## config.mk

```make
export PLATFORM = sky130hd
export DESIGN_NAME = conv1d_par
export DESIGN_NICKNAME = d
export VERILOG_FILES = /design/src/rtl/cnn1d_pkg.sv /design/src/rtl/sat_relu.sv /design/src/rtl/conv1d_par.sv
export SDC_FILE = /design/constraint.sdc
export NUM_CORES = 1
export LEC_CHECK = 0
export BUFFER_PORTS_ARGS = -buffer_cell sky130_fd_sc_hd__buf_2
export CORE_AREA = 2 2 175 177
export DETAILED_ROUTE_END_ITERATION = 10
export DIE_AREA = 0 0 177 179
export PLACE_DENSITY = 0.77
export SYNTH_ARGS = -nofsm -noshare
export SYNTH_HDL_FRONTEND = slang
export SYNTH_SLANG_ARGS = --single-unit
```

## constraint.sdc

```tcl
create_clock -name clk -period 21.2 [get_ports clk]
set_input_delay 2.12 -clock clk [delete_from_list [all_inputs] [get_ports clk]]
set_output_delay 2.12 -clock clk [all_outputs]
set_load 0.1 [all_outputs]
```

## src/rtl/cnn1d_pkg.sv

```systemverilog
// cnn1d_pkg: shared types and width helpers for the 1D CNN datapath.
package cnn1d_pkg;
    typedef enum logic {PAD_CAUSAL = 1'b0, PAD_VALID = 1'b1} pad_t;
    typedef enum logic [1:0] {IDLE, MAC, FIN, OUT} state_t;

    function automatic int clog2(input int v);
        int r;
        r = 0;
        while ((1 << r) < v) r++;
        return r;
    endfunction

    function automatic int acc_width(input int dw, input int fs);
        return 2 * dw + clog2(fs);
    endfunction
endpackage

```

## src/rtl/sat_relu.sv

```systemverilog
// sat_relu: saturate a wide signed value to OUT_W bits, then optionally clamp negatives to 0.
module sat_relu #(
    parameter int IN_W    = 28,
    parameter int OUT_W   = 12,
    parameter int RELU_EN = 1
) (
    input  logic signed [IN_W-1:0] value,
    output logic [OUT_W-1:0]       result
);
    localparam logic signed [IN_W-1:0] MAX_V = {{(IN_W-OUT_W+1){1'b0}}, {(OUT_W-1){1'b1}}};
    localparam logic signed [IN_W-1:0] MIN_V = ~MAX_V;

    logic [OUT_W-1:0] sat;

    always_comb begin
        sat = value > MAX_V ? MAX_V[OUT_W-1:0] : value < MIN_V ? MIN_V[OUT_W-1:0] : value[OUT_W-1:0];
        result = (RELU_EN != 0) && sat[OUT_W-1] ? '0 : sat;
    end
endmodule

```

## src/rtl/conv1d_par.sv

```systemverilog
// conv1d_par: streaming 1D convolution with NUM_MULTS multipliers per beat, stride,
// causal/valid padding, frame restart, saturation and optional ReLU.
module conv1d_par
    import cnn1d_pkg::*;
#(
    parameter int DATA_WIDTH  = 12,
    parameter int FRACTION    = 0,
    parameter int FILTER_SIZE = 5,
    parameter int NUM_MULTS   = 1,
    parameter int STRIDE      = 1,
    parameter int PADDING     = 0,
    parameter int RELU_EN     = 1
) (
    input  logic                  clk,
    input  logic                  rst,
    output logic                  conv1d_ready_in,
    input  logic                  conv1d_valid_in,
    input  logic [DATA_WIDTH-1:0] conv1d_data_in,
    input  logic                  conv1d_last_in,
    input  logic [DATA_WIDTH-1:0] conv1d_weights [0:FILTER_SIZE-1],
    input  logic [DATA_WIDTH-1:0] conv1d_bias,
    input  logic                  conv1d_ready_out,
    output logic                  conv1d_valid_out,
    output logic [DATA_WIDTH-1:0] conv1d_data_out
);
    localparam int AW    = acc_width(DATA_WIDTH, FILTER_SIZE);
    localparam int BEATS = (FILTER_SIZE + NUM_MULTS - 1) / NUM_MULTS;
    localparam int BW    = clog2(BEATS) + 1;
    localparam int CW    = clog2(FILTER_SIZE) + 1;
    localparam int PW    = clog2(STRIDE) + 1;

    state_t                state;
    logic [DATA_WIDTH-1:0] win     [0:FILTER_SIZE-1];
    logic [DATA_WIDTH-1:0] snap    [0:FILTER_SIZE-1];
    logic [DATA_WIDTH-1:0] shifted [0:FILTER_SIZE-1];
    logic [DATA_WIDTH-1:0] xs, ws, result;
    logic [CW-1:0]         cnt;
    logic [PW-1:0]         phase;
    logic [BW-1:0]         beat;
    logic signed [AW-1:0]  acc, beat_sum, biased;
    logic                  accept, full, trigger;

    assign conv1d_ready_in = state == IDLE;
    assign accept  = conv1d_valid_in && conv1d_ready_in;
    // cnt saturates once the window is full; phase tracks stride only from then on
    assign full    = PADDING == int'(PAD_VALID) ? int'(cnt) + 1 >= FILTER_SIZE : 1'b1;
    assign trigger = full && phase == '0;

    always_comb begin
        shifted[0] = conv1d_data_in;
        for (int k = 1; k < FILTER_SIZE; k++) shifted[k] = win[k-1];
    end

    // each multiplier picks its tap for this beat; taps past the filter contribute 0
    always_comb begin
        beat_sum = '0;
        xs = '0;
        ws = '0;
        for (int j = 0; j < NUM_MULTS; j++) begin
            xs = '0;
            ws = '0;
            for (int t = 0; t < FILTER_SIZE; t++)
                if (int'(beat) * NUM_MULTS + j == t) begin
                    xs = snap[t];
                    ws = conv1d_weights[t];
                end
            beat_sum = beat_sum + AW'($signed(ws)) * AW'($signed(xs));
        end
    end

    assign biased = (acc + (AW'($signed(conv1d_bias)) <<< FRACTION)) >>> FRACTION;

    sat_relu #(.IN_W(AW), .OUT_W(DATA_WIDTH), .RELU_EN(RELU_EN)) u_sat (
        .value  (biased),
        .result (result)
    );

    always_ff @(posedge clk or negedge rst) begin
        if (!rst) begin
            state            <= IDLE;
            cnt              <= '0;
            phase            <= '0;
            beat             <= '0;
            acc              <= '0;
            conv1d_valid_out <= 1'b0;
            conv1d_data_out  <= '0;
            for (int k = 0; k < FILTER_SIZE; k++) begin
                win[k]  <= '0;
                snap[k] <= '0;
            end
        end else begin
            if (accept) begin
                snap  <= shifted;
                for (int k = 0; k < FILTER_SIZE; k++) win[k] <= conv1d_last_in ? '0 : shifted[k];
                cnt   <= conv1d_last_in ? '0 : full ? cnt : cnt + 1'b1;
                phase <= conv1d_last_in || (full && int'(phase) == STRIDE - 1) ? '0 : full ? phase + 1'b1 : phase;
            end
            unique case (state)
                IDLE: if (accept && trigger) begin
                    state <= MAC;
                    acc   <= '0;
                    beat  <= '0;
                end
                MAC: begin
                    acc   <= acc + beat_sum;
                    beat  <= beat + 1'b1;
                    state <= int'(beat) == BEATS - 1 ? FIN : MAC;
                end
                FIN: begin
                    conv1d_data_out  <= result;
                    conv1d_valid_out <= 1'b1;
                    state            <= OUT;
                end
                OUT: if (conv1d_ready_out) begin
                    conv1d_valid_out <= 1'b0;
                    state            <= IDLE;
                end
                default: state <= IDLE;
            endcase
        end
    end
endmodule

```

==> flow_summary.ini, run 1 <==
[cells_and_area]
drive_gt1_frac = 0.131
multiInputGateArea_um2 = 9900
fillers = 2689
syn_to_final_growth_pct = 10.1
diodes = 0
seq_area_um2 = 3850
final_nets = 2028

[worst_setup_path]
r2r-start = beat[1]$_DFFE_PN0P_
crit_chain = buf_2 -> a22oi_1 -> o21ai_0 -> a21oi_1 -> nand2b_1 -> fa_1 -> fa_1 -> inv_1 -> fa_1 -> fa_1 -> fa_1 -> fa_1 -> ha_1 -> a21o_1 -> a21oi_1 -> nor2_1 -> a211oi_1 -> nor2b_1 -> o211ai_1 -> o21ai_0 -> o21ai_0 -> xor2_1 -> o22ai_1
path_class = in2reg
critPathCaptureType = flip-flop
worstPathRequired_ps = 21500
slowest_delay_ps = 750
r2r_cells = 27
critPathLaunchType = input port
worstPathArrival_ps = 8720
crit_top_cell = fa_1
critPathTopFamily = adder cells
cp_max_fo = 10
r2r-end = acc[24]$_DFFE_PN0P_
r2r_slack_ps = 13190
cpMaxStageDelayCell = a21oi_1
cp_num_buf_inv = 2

[timing]
setup_viol_count_final = 0
grt_setup_unrepaired = false
max_clock_freq_ghz = 0.119
finClkSkew_ps = 16.0
min_period_ps = 8420
post-route-period-util = 0.397
relSlewSlack = 0.273
slew_violations = 0
hold_violations = 0
worst-slew-pin-transition_ps = 1090
fin_tns_setup_ps = 0

[synth]
ys_types = 55
synthCells = 1589
ys.flop_type = dfrtp_1
synth.ff_latch_count = 154
syn_nets = 1957
ys_seq_area_frac = 0.261
synth_area_per_cell_um2 = 9.30
async_flop_share = 1.00
synth-edff-count = 0
synth_area_um2 = 14800
yosysWarnings = 0

[global_routing]
grt_max_degree = 98
globalRouteMet3Util = 0.0293
grt_overflow = 0
grt_usage = 0.221
grt_pass1_wl_um = 55700
grt_antenna_before_repair = 0
grt_pass1_vias = 11100
grt-busiest-layer = met2
gr-usage-met1 = 0.319
grt_use_met2 = 0.356

[clocking]
clkTransAtPathRegs_ps = 80
clk_latency_ps = 450
ctsResizeCount = 0
clk_path_buf_depth = 2
ctsHoldBuffers = 0
clockRootBuffer = clkbuf_16
cts_tree = built
cts_setup_buffers = 0
htreeDepth = 4
clock-sinks = 154
cts_buffers = 17

[floorplanning]
die-area_um2 = 31700
core_um2 = 30000
num_rows = 64
start_util = 0.492
die_h_um = 179
ios = 103
die_x_um = 177

[run]
max_cap_viol_count = 0

[routing]
final_antenna_net_count = 0
drc = 0
drt_first_pass_iters = 5
vias = 11100
post_drt_wl_per_cell_um = 16.0
drtIter0Drc = 560
routed_wirelength_um = 33200
vias_per_cell = 5.35

[min_path]
worstHoldPathType = reg2reg
worst_hold_path.endpoint = shifted[10]$_DFFE_PN0P_
hold_depth = 2
hp-start = shifted[10]$_DFFE_PN0P_

[placed_design]
io_buffers = 101
gp_congestion = 0.933
hpwl_um = 25900

[run_status]
status = finished clean
[cell type report]
type	count	area share
clock inverter	15	0.0109
tap	396	0.0304
multi-input combinational	1160	0.608
sequential	154	0.237
inverter	209	0.0482
clock buffer	17	0.0261
timing repair buffer	118	0.0393
[cells by family (layout without fill, tap and decap cells)]
logic type                 count (synthesis)  count (layout)  share of synthesized area
and+or+nand+nor                          475             475                      0.142
AOI/OAI and AO/OA                        299             299                      0.127
adders and majority gates                279             279                      0.326
buffers and inverters                    275             359                     0.0706
DFF                                      154             154                      0.261
muxes                                     63              63                     0.0477
xor gates and xnor gates                  43              43                     0.0255
other                                      1               1                   0.000254
[tightest hold or removal path, stage by stage, from the launching register on]
cell	delay [ps]
dfrtp_1	350
nand2_1	40
o21ai_0	60
[flip-flops by register name (all words and copies together) (netlist names), named ones only]
name              cells
acc                  27
shifted              48
conv1d_data_out      11
beat                  4
snap                 60
state                 1
phase                 1
conv1d_valid_out      1
[through the flow]
stage	cells	setup slack, ps	instance area [um2]	utilization	hold WS, ps
after detailed placement	2037	12340	15700	0.522	467
after global routing	2069	12380	16300	0.542	523
final	2069	12780	16300	0.542	480
after CTS	2069	12750	16300	0.542	486
after floorplan	1589	13150	14800	-	446
after global placement	2037	12510	15700	0.522	457
[worst max-delay path by stage]
stage	startpoint	end	slack, ps	depth (start not counted)
detailed placement	conv1d_weights[48]	acc[24]$_DFFE_PN0P_	12340	23
CTS	conv1d_weights[48]	acc[24]$_DFFE_PN0P_	12750	23
global route	conv1d_weights[48]	acc[24]$_DFFE_PN0P_	12380	23
global placement	conv1d_weights[48]	acc[24]$_DFFE_PN0P_	12510	23
floorplan	conv1d_weights[48]	acc[24]$_DFFE_PN0P_	13150	22
finish	conv1d_weights[48]	acc[24]$_DFFE_PN0P_	12780	23
[cells in the mapped netlist (9+ instances only)]
cell type / instances / area share
a22oi_1: 49 / 0.025
o21a_1: 9 / 0.0046
xor2_1: 18 / 0.011
a21oi_1: 51 / 0.017
fa_1: 176 / 0.24
clkbuf_1: 63 / 0.016
nand2b_1: 66 / 0.028
dfrtp_1: 154 / 0.26
nand2_1: 223 / 0.057
xnor2_1: 25 / 0.015
inv_1: 209 / 0.053
o22ai_1: 15 / 0.0063
and2_1: 18 / 0.0076
o21ai_0: 98 / 0.033
a211oi_1: 12 / 0.0061
nor2_1: 123 / 0.031
a21o_1: 21 / 0.011
ha_1: 103 / 0.087
mux2_2: 60 / 0.046
[layout by cell type (no fill, tap or decap), types with 4 or more instances in the layout]
| master | n |
|---|---|
| o21ai_0 | 98 |
| inv_1 | 209 |
| buf_2 | 100 |
| xor2_1 | 18 |
| buf_4 | 17 |
| o21a_1 | 9 |
| or3_1 | 6 |
| nand3_1 | 6 |
| xnor2_1 | 25 |
| clkbuf_16 | 17 |
| nor3_1 | 5 |
| a21o_1 | 21 |
| ha_1 | 103 |
| o211ai_1 | 4 |
| a221oi_1 | 6 |
| and3_1 | 4 |
| nand2b_1 | 66 |
| a22oi_1 | 49 |
| a31oi_1 | 8 |
| dfrtp_1 | 154 |
| o31ai_1 | 7 |
| a211oi_1 | 12 |
| nand2_1 | 222 |
| o22ai_1 | 15 |
| mux2_2 | 60 |
| and2_1 | 18 |
| fa_1 | 176 |
| o21bai_1 | 4 |
| nor2b_1 | 6 |
| a21oi_1 | 51 |
| nand4_1 | 5 |
| nor2_1 | 122 |
| clkinv_8 | 6 |
[metal layers]
| layer | vias up | part of all wire |
|---|---|---|
| met5 | - | 0 |
| met4 | 0 | 0.013 |
| met3 | 33 | 0.048 |
| met2 | 281 | 0.46 |
| met1 | 5424 | 0.48 |
| li1 | 5328 | - |
Power of run 1 is left out: the tool's default activity adds up to more than one toggle a clock period on the data nets, which glitch-free logic cannot reach.
==> run 2, diff against run 1 <==
==> constraint.sdc (replaced) <==
create_clock -name clk -period 8.2 [get_ports clk]
set_input_delay 0.82 -clock clk [delete_from_list [all_inputs] [get_ports clk]]
set_output_delay 0.82 -clock clk [all_outputs]
set_load 0.1 [all_outputs]
==> run 2 against run 1 <==
Against the previous run:
- worst setup slack worse by 12000 ps
- final cell count increased by 0.34%
- non-clock buffer count increased by 7
- via count increased by 1.7%
- clock skew increased by 7.2 ps
- wire length rose by 3.3%
- die area stayed put
- hold slack got worse by 100 ps
- final area increased by 0.84%
- clock-buffer cell count did not move
- sequential share of layout area shrank 0.20 points
- critical path type is now reg2reg
- critical endpoint is now acc[25]$_DFFE_PN0P_
==> flow_summary.ini, run 2 (synthesis results as in run 1) <==
[cells_and_area]
final_nets = 2035
seq_area_um2 = 3850
regMostFlops = snap
mostFrequentLayoutCell = nand2_1
multiInputGateArea_um2 = 9920
drive_gt1_frac = 0.137
diodes = 0
syn_to_final_growth_pct = 11.0
fillers = 2606
layout_common_cells = nand2_1, inv_1, fa_1
largest_reg_flops = 60
post-route-util = 0.547

[routing]
top_layer_used = met4
routed_wirelength_um = 34300
post_drt_wl_per_cell_um = 16.5
drtIter0Drc = 733
met1Wirelength_um = 15900
vias_per_cell = 5.42
vias = 11200
final_antenna_net_count = 0
wl_met2_um = 15800
drc = 0
drt_first_pass_iters = 7
wl_met3_um = 1900

[global_routing]
grt_pass1_vias = 11500
grt_max_degree = 115
grt_antenna_before_repair = 0
grt_overflow = 0
grt_pass1_wl_um = 56700
grt_usage = 0.225

[worst_setup_path]
r2r_cells = 30
slowest_delay_ps = 570
cp_max_fo = 24
cpMaxStageDelayCell = fa_1
crit_top_cell = fa_1
critPathLaunchType = flip-flop
path_class = reg2reg
worstPathArrival_ps = 8050
worstPathRequired_ps = 8500
r2r-start = beat[0]$_DFFE_PN0P_
r2r_slack_ps = 450
r2r-end = acc[25]$_DFFE_PN0P_
critPathCaptureType = flip-flop

[clocking]
htreeDepth = 4
cts_setup_buffers = 0
clock-sinks = 154
clk_path_buf_depth = 2
clkTransAtPathRegs_ps = 80
clk_latency_ps = 450
clockRootBuffer = clkbuf_16
cts_tree = built
ctsResizeCount = 0
cts_buffers = 17
ctsHoldBuffers = 0

[timing]
min_period_ps = 7750
hold_violations = 0
setup_viol_count_final = 0
worst-slew-pin-transition_ps = 1180
relSlewSlack = 0.209
fin_tns_setup_ps = 0
post-route-period-util = 0.945
slew_violations = 0
max_clock_freq_ghz = 0.129
finClkSkew_ps = 23.2
grt_setup_unrepaired = false

[floorplanning]
num_rows = 64
die_h_um = 179
ios = 103
core_um2 = 30000
die_x_um = 177
die-area_um2 = 31700
start_util = 0.492

[min_path]
worstHoldPathType = in2async

[placed_design]
hpwl_um = 26900
io_buffers = 101
gp_congestion = 0.950

[run]
max_cap_viol_count = 0

[run_status]
status = finished clean
## run 2: critical path, delay by kind of cell (launching register included)
family                     cells  cell delay [ps]
adders and majority gates      8             3560
xor gates and xnor gates       1              150
buffers and inverters          6              740
and+or+nand+nor                4              430
AOI/OAI and AO/OA             11             2260
DFF                            1              440
## run 2: how the worst max path moves through the flow
| stage | start | to | slack (ps) | cells after the start |
|---|---|---|---|---|
| detailed placement | beat[1]$_DFFE_PN0P_ | acc[24]$_DFFE_PN0P_ | 280 | 29 |
| global route | beat[0]$_DFFE_PN0P_ | acc[24]$_DFFE_PN0P_ | 60 | 31 |
| finish | beat[0]$_DFFE_PN0P_ | acc[25]$_DFFE_PN0P_ | 450 | 30 |
| CTS | beat[1]$_DFFE_PN0P_ | acc[24]$_DFFE_PN0P_ | 210 | 29 |
| global placement | beat[1]$_DFFE_PN0P_ | acc[24]$_DFFE_PN0P_ | 550 | 28 |
| floorplan | beat[0]$_DFFE_PN0P_ | acc[24]$_DFFE_PN0P_ | 720 | 28 |
## run 2: layer usage
metal / global-route usage / vias to the layer above
li1: - / 5348
met1: 0.319 / 5490
met5: 0 / -
met3: 0.0346 / 55
met2: 0.360 / 356
met4: 0.0603 / 0
## run 2: cell type report
| class | count | share of cell area |
|---|---|---|
| multi-input cells | 1160 | 0.604 |
| flip-flops and latches | 154 | 0.235 |
| inverters | 209 | 0.0478 |
| repair buffers | 125 | 0.0437 |
| well taps | 396 | 0.0302 |
| clock buffers | 17 | 0.0259 |
| clock inverters | 15 | 0.0133 |
## run 2: through the flow
step	cells	hold WS, ps	cell area [um2]	setup WS, ps
2_1_floorplan	1589	446	14800	722
3_3_place_gp	2044	458	15800	549
3_5_place_dp	2044	467	15800	281
4_1_cts	2076	406	16400	215
5_1_grt	2076	437	16400	62.4
6_report	2076	379	16400	451
Power of run 2 is left out for the same reason.
